`config.mk`:
```
export PLATFORM = sky130hd
export DESIGN_NAME = operand_feeder
export DESIGN_NICKNAME = d
export VERILOG_FILES = /design/src/rtl/operand_feeder_pkg.sv /design/src/rtl/feeder_watchdog.sv /design/src/rtl/operand_feeder.sv
export SDC_FILE = /design/constraint.sdc
export NUM_CORES = 1
export LEC_CHECK = 0
export CORE_AREA = 2 2 99 101
export CTS_CLUSTER_SIZE = 10
export DETAILED_ROUTE_END_ITERATION = 7
export DIE_AREA = 0 0 101 103
export PLACE_DENSITY = 0.67
export SLEW_MARGIN = 20
export SYNTH_ARGS = -nofsm -noshare
export SYNTH_HDL_FRONTEND = slang
export SYNTH_SLANG_ARGS = --single-unit
```
`constraint.sdc`:
```
create_clock -name CLK -period 1.6 [get_ports CLK]
set_input_delay 0.32 -clock CLK [delete_from_list [all_inputs] [get_ports CLK]]
set_output_delay 0.32 -clock CLK [all_outputs]
set_load 0.005 [all_outputs]
```
`src/rtl/operand_feeder_pkg.sv`:
```
// Shared definitions for the operand feeder:
// controller state encoding and abort timing.
package operand_feeder_pkg;

   typedef logic [2:0] state_t;

   localparam state_t S_COLLECT = 3'd0;
   localparam state_t S_START   = 3'd1;
   localparam state_t S_WAIT    = 3'd2;
   localparam state_t S_OUTPUT  = 3'd3;
   localparam state_t S_ABORT   = 3'd4;

   localparam int ABORT_RST_CYCLES = 2;

endpackage

```
`src/rtl/feeder_watchdog.sv`:
```
// Cycle watchdog for the core handshake:
// expires on the TIMEOUT-th enabled cycle after clear.
module feeder_watchdog #(
   parameter int TIMEOUT = 256
) (
   input  logic clk_i,
   input  logic rst_ni,
   input  logic clr_i,
   input  logic en_i,
   output logic expire_o
);

   localparam int CW = $clog2(TIMEOUT);
   localparam logic [CW-1:0] LAST = CW'(TIMEOUT - 1);

   logic [CW-1:0] cnt_q, cnt_d;

   always_comb begin
      cnt_d = cnt_q;
      if (clr_i) begin
         cnt_d = '0;
      end else if (en_i && cnt_q != LAST) begin
         cnt_d = cnt_q + CW'(1);
      end
   end

   always_ff @(posedge clk_i or negedge rst_ni) begin
      if (!rst_ni) begin
         cnt_q <= '0;
      end else begin
         cnt_q <= cnt_d;
      end
   end

   assign expire_o = en_i && (cnt_q == LAST);

endmodule

```
`src/rtl/operand_feeder.sv`:
```
// Gathers ICNT operands, runs one core operation
// under a watchdog and forwards the result.
module operand_feeder
   import operand_feeder_pkg::*;
#(
   parameter int BW      = 16,
   parameter int ICNT    = 2,
   parameter int TIMEOUT = 256
) (
   input  logic               CLK,
   input  logic               RST,
   input  logic [BW-1:0]      S_DATA,
   input  logic               S_VALID,
   output logic               S_READY,
   output logic               OP_RST,
   output logic               OP_ST,
   input  logic               OP_RD,
   input  logic [BW-1:0]      OP_RES,
   output logic [ICNT*BW-1:0] OP_IN,
   output logic [BW-1:0]      M_DATA,
   output logic               M_ERR,
   output logic               M_VALID,
   input  logic               M_READY
);

   localparam int IW  = (ICNT > 1) ? $clog2(ICNT) : 1;
   localparam int ACW = 2;
   localparam logic [IW-1:0]  IDX_LAST = IW'(ICNT - 1);
   localparam logic [ACW-1:0] AB_LAST  = ACW'(ABORT_RST_CYCLES - 1);

   state_t              state_q, state_d;
   logic [IW-1:0]       idx_q, idx_d;
   logic [ICNT*BW-1:0]  op_in_q, op_in_d;
   logic [BW-1:0]       m_data_q, m_data_d;
   logic                m_err_q, m_err_d;
   logic                m_valid_q, m_valid_d;
   logic [ACW-1:0]      ab_cnt_q, ab_cnt_d;
   logic                init_q;
   logic                wd_expire;

   feeder_watchdog #(
      .TIMEOUT (TIMEOUT)
   ) u_wd (
      .clk_i    (CLK),
      .rst_ni   (RST),
      .clr_i    (state_q == S_START),
      .en_i     (state_q == S_WAIT),
      .expire_o (wd_expire)
   );

   always_comb begin
      state_d   = state_q;
      idx_d     = idx_q;
      op_in_d   = op_in_q;
      m_data_d  = m_data_q;
      m_err_d   = m_err_q;
      m_valid_d = m_valid_q;
      ab_cnt_d  = ab_cnt_q;
      unique case (state_q)
         S_COLLECT: begin
            if (S_VALID && S_READY) begin
               for (int i = 0; i < ICNT; i++) begin
                  if (IW'(i) == idx_q) op_in_d[i*BW +: BW] = S_DATA;
               end
               if (idx_q == IDX_LAST) begin
                  idx_d   = '0;
                  state_d = S_START;
               end else begin
                  idx_d = idx_q + IW'(1);
               end
            end
         end
         S_START: state_d = S_WAIT;
         S_WAIT: begin
            // A done level seen in START belongs to the previous op.
            if (OP_RD) begin
               m_data_d  = OP_RES;
               m_err_d   = 1'b0;
               m_valid_d = 1'b1;
               state_d   = S_OUTPUT;
            end else if (wd_expire) begin
               ab_cnt_d = '0;
               state_d  = S_ABORT;
            end
         end
         S_ABORT: begin
            if (ab_cnt_q == AB_LAST) begin
               m_data_d  = '0;
               m_err_d   = 1'b1;
               m_valid_d = 1'b1;
               state_d   = S_OUTPUT;
            end else begin
               ab_cnt_d = ab_cnt_q + ACW'(1);
            end
         end
         S_OUTPUT: begin
            if (M_READY) begin
               m_valid_d = 1'b0;
               state_d   = S_COLLECT;
            end
         end
         default: state_d = S_COLLECT;
      endcase
   end

   always_ff @(posedge CLK or negedge RST) begin
      if (!RST) begin
         state_q   <= S_COLLECT;
         idx_q     <= '0;
         op_in_q   <= '0;
         m_data_q  <= '0;
         m_err_q   <= 1'b0;
         m_valid_q <= 1'b0;
         ab_cnt_q  <= '0;
         init_q    <= 1'b1;
      end else begin
         state_q   <= state_d;
         idx_q     <= idx_d;
         op_in_q   <= op_in_d;
         m_data_q  <= m_data_d;
         m_err_q   <= m_err_d;
         m_valid_q <= m_valid_d;
         ab_cnt_q  <= ab_cnt_d;
         init_q    <= 1'b0;
      end
   end

   assign S_READY = (state_q == S_COLLECT) && !init_q;
   assign OP_RST  = init_q || (state_q == S_ABORT);
   assign OP_ST   = (state_q == S_START);
   assign OP_IN   = op_in_q;
   assign M_DATA  = m_data_q;
   assign M_ERR   = m_err_q;
   assign M_VALID = m_valid_q;

endmodule
```
==> results.txt <==
----------------------------------------------------
[Global routing]
  Initial antenna violation count ... 0
  Total global-route track usage ... 13.5%
  Via count of the first global-routing pass ... 2361
  Total overflow reported by the global router ... 0
  First-pass GRT wire length ... 10900 um
  Largest net degree at the start of global routing ... 59

[Cells and area]
  Fraction of layout cells with a size suffix above 1 ... 37.1%
  Relative area change from synthesis to final layout ... 65.5%
  N_diodes ... 0
  Footprint of the multi-input gates ... 1120 um^2
  Fill cell count ... 832
  Number of non-filler instances in the completed layout ... 462
  Area occupied by registers ... 1630 um^2
  Final #Nets ... 382

[Timing]
  Count of pins over their slew limit ... 0
  Portion of the clock cycle consumed by the worst path in the final layout ... 118%
  Worst clock skew ... 0.0104 ns
  Setup repair after global routing missed its margin ... true
  Hold Violations, Final ... 0
  Setup TNS ... -7.74 ns
  Final min period ... 1.88 ns
  Achievable clock frequency ... 532 MHz
  Fin Hold WS ... 0.360 ns
  Final setup vio count ... 44
  Setup WS post-layout ... -0.280 ns

[Placed design]
  HPWL Detailed ... 4620 um
  Port Buffers ... 89
  Last weighted congestion value of the routability-driven placer ... 0.838
  Pre-CTS WS ... -0.142 ns
  Post-Place Cells ... 424

[Synth]
  Fraction of the mapped netlist area in compound gates ... 11.1%
  Synth Area in Adders ... 0.920%
  XOR/XNOR Fraction of Synth Area ... 0.644%
  Top area cells in the synthesized netlist ... sky130_fd_sc_hd__dfrtp_1, sky130_fd_sc_hd__mux2_2, sky130_fd_sc_hd__a22o_1
  Predominant post-synthesis flop cell ... sky130_fd_sc_hd__dfrtp_1
  Post-synthesis instance area ... 2720 um^2
  Post-synthesis sequential area ratio ... 59.9%
  Commonest cells post-synth ... sky130_fd_sc_hd__dfrtp_1, sky130_fd_sc_hd__mux2_2, sky130_fd_sc_hd__a22o_1, sky130_fd_sc_hd__mux2_4, sky130_fd_sc_hd__nand2_1
  Area share of the leading cell type in the synthesized netlist ... 58.9%
  Simple-Gate Fraction of Synth Area ... 8.93%
  Fraction of registers with async set or reset after synthesis ... 100%
  Yosys warning count ... 0
  Post-Syn Instances ... 197
  Multiplexer area fraction after synthesis ... 15.2%
  Synthesized flop and latch total ... 65
  Number of enable flip-flop cells after synthesis ... 0
  Post-synthesis cell type with the largest combined area ... sky130_fd_sc_hd__dfrtp_1
  Most frequent cell after synthesis ... sky130_fd_sc_hd__dfrtp_1
  Distinct cells, synth ... 48
  Dominant combinational cell family by area after synthesis ... multiplexers
  Net Count, Synth ... 236
  Synthesized area divided by synthesized cell count ... 13.8 um^2

[Power and ir drop]
  Worst vdd ir ... 1060 uV
  Total chip power ... 0.00767 W
  Static leakage power ... 2.06 nW
  Cell Pwr Density ... 1700 nW/um^2

[Routing]
  Detailed Route Iter0 Violations ... 57
  Vias/cell ... 4.70
  Total wire length ... 6810 um
  Via count ... 2172
  Wire per inst ... 14.7 um
  Antenna violation net count after detailed routing ... 0
  Drt pass-1 iters ... 4
  DRC violations left ... 0

[Run status]
  Violations in the final reports ... negative setup slack
  Status ... complete, but fails checks

[Floorplan]
  Area enclosed by the die boundary ... 10400 um^2
  Die height ... 103 um
  Std cell rows ... 36
  Starting density of the core ... 28.7%
  Number of placed I/O pins ... 90
  Die extent in x ... 101 um
  Area of the core ... 9460 um^2

[Setup path]
  Classification of the worst setup path ... reg -> reg
  Kind of end point of the critical path ... register
  Reg2reg setup slack ... -0.28 ns
  CP startpoint kind ... register
  Data arrival, critical path ... 2.10 ns
  Req. time, crit path ... 1.82 ns
  Max Fanout on Critical Path ... 6

[Clocking]
  Inserted Clock Buffers ... 9
  Clock Tree Root ... sky130_fd_sc_hd__clkbuf_8
  CTS max path bufs ... 2
  Clk_lat worst skew ... 0.33 ns
  Clk pin slew, worst setup/hold paths ... 0.08 ns
  CTS tree ... yes
  Number of H-tree levels ... 3
  Num Clock Sinks ... 65

[Job]
  Max-cap violation count ... 0

[Worst hold path]
  Type of the most critical hold path ... in -> async

----------------------------------------------------
-- kinds of logic (layout without fill, tap and decap cells) --
| group | after synthesis | in the layout |
|---|---|---|
| other cells | 1 | 1 |
| xor+xnor | 2 | 2 |
| flops | 65 | 65 |
| mux | 34 | 34 |
| buf+inv | 15 | 166 |
| fa+ha+maj | 2 | 2 |
| compound gates | 39 | 39 |
| simple gates | 39 | 39 |
-- worst max-delay path, stage by stage, from the launching register on --
cell and delay [ns]:
sky130_fd_sc_hd__dfrtp_2 0.42, sky130_fd_sc_hd__buf_6 0.13, sky130_fd_sc_hd__nor4_4 0.30, sky130_fd_sc_hd__buf_4 0.17, sky130_fd_sc_hd__nand2_4 0.04, sky130_fd_sc_hd__or2_4 0.27, sky130_fd_sc_hd__buf_6 0.15, sky130_fd_sc_hd__mux2_4 0.29
-- per-layer routing --
| metal | track usage (%) | share of wire, % | vias up |
|---|---|---|---|
| met3 | 4.14 | 5.4 | 10 |
| met2 | 23.0 | 52 | 63 |
| li1 | - | - | 1012 |
| met5 | 0 | 0 | - |
| met1 | 16.3 | 41 | 1087 |
| met4 | 4.89 | 1.4 | 0 |
-- path summary, 6_finish.rpt --
path	start	endpoint	cells past startpoint
max reg2reg	state_q[0]$_DFFE_PN0P_	OP_IN[14]$_DFFE_PN0P_	7
max in group asynchronous	RST	init_q$_DFF_PN1_	3
min reg2reg	ab_cnt_q[0]$_DFFE_PN0P_	ab_cnt_q[0]$_DFFE_PN0P_	1
min	RST	M_DATA[2]$_DFFE_PN0P_	2
max	state_q[0]$_DFFE_PN0P_	OP_IN[14]$_DFFE_PN0P_	7
min in group CLK	ab_cnt_q[0]$_DFFE_PN0P_	ab_cnt_q[0]$_DFFE_PN0P_	1
-- state kept, by name (all words and copies together), names as in the netlist --
signal      flops
M_DATA         16
M_ERR           1
M_VALID         1
OP_IN          32
ab_cnt_q        2
idx_q           1
init_q          1
state_q         3
u_wd.cnt_q      8
-- power breakdown --
part / internal (W) / switching (W) / leakage (nW)
Combinational: 0.00248 / 0.00122 / 1.18
Clock: 0.000606 / 0.000632 / 0.0826
Sequential: 0.00234 / 0.000395 / 0.793
-- layout make-up --
| type | count | share of cell area (%) |
|---|---|---|
| clock buffer | 12 | 3.22 |
| tap | 114 | 3.17 |
| sequential | 65 | 36.2 |
| inverter | 6 | 0.500 |
| multi-input combinational | 117 | 24.9 |
| timing repair buffer | 144 | 31.4 |
| clock inverter | 4 | 0.639 |
-- cells in the final DEF, fill, tap and decap left out, types with 3 or more instances in the layout --
master,n
sky130_fd_sc_hd__a21oi_1,4
sky130_fd_sc_hd__buf_2,3
sky130_fd_sc_hd__buf_6,14
sky130_fd_sc_hd__mux2_4,11
sky130_fd_sc_hd__buf_4,35
sky130_fd_sc_hd__a22o_1,16
sky130_fd_sc_hd__buf_12,3
sky130_fd_sc_hd__clkdlybuf4s50_1,85
sky130_fd_sc_hd__o211ai_1,3
sky130_fd_sc_hd__nand3_1,4
sky130_fd_sc_hd__nor2_1,4
sky130_fd_sc_hd__mux2_2,21
sky130_fd_sc_hd__clkbuf_8,10
sky130_fd_sc_hd__inv_1,4
sky130_fd_sc_hd__dfrtp_1,62
sky130_fd_sc_hd__nand2_1,7
-- per-stage QoR --
stage	instance area [um^2]	util (%)
after global placement	3970	42.0
after floorplan	2720	-
after CTS	4350	46.0
after detailed placement	3970	42.0
final	4500	47.6
after global routing	4500	47.6
-- what timing repair did --
action / in CTS / in global routing
hold buffers: 1 / 0
hold endpoints to repair: 7 / 0
endpoints found under the setup margin: 37 / 63
pin swaps: 10 / 20
gates cloned: 2 / 1
buffers inserted: 12 / 9
gates resized for setup: 40 / 23
Note: power is estimated with default switching activity, not from simulation.
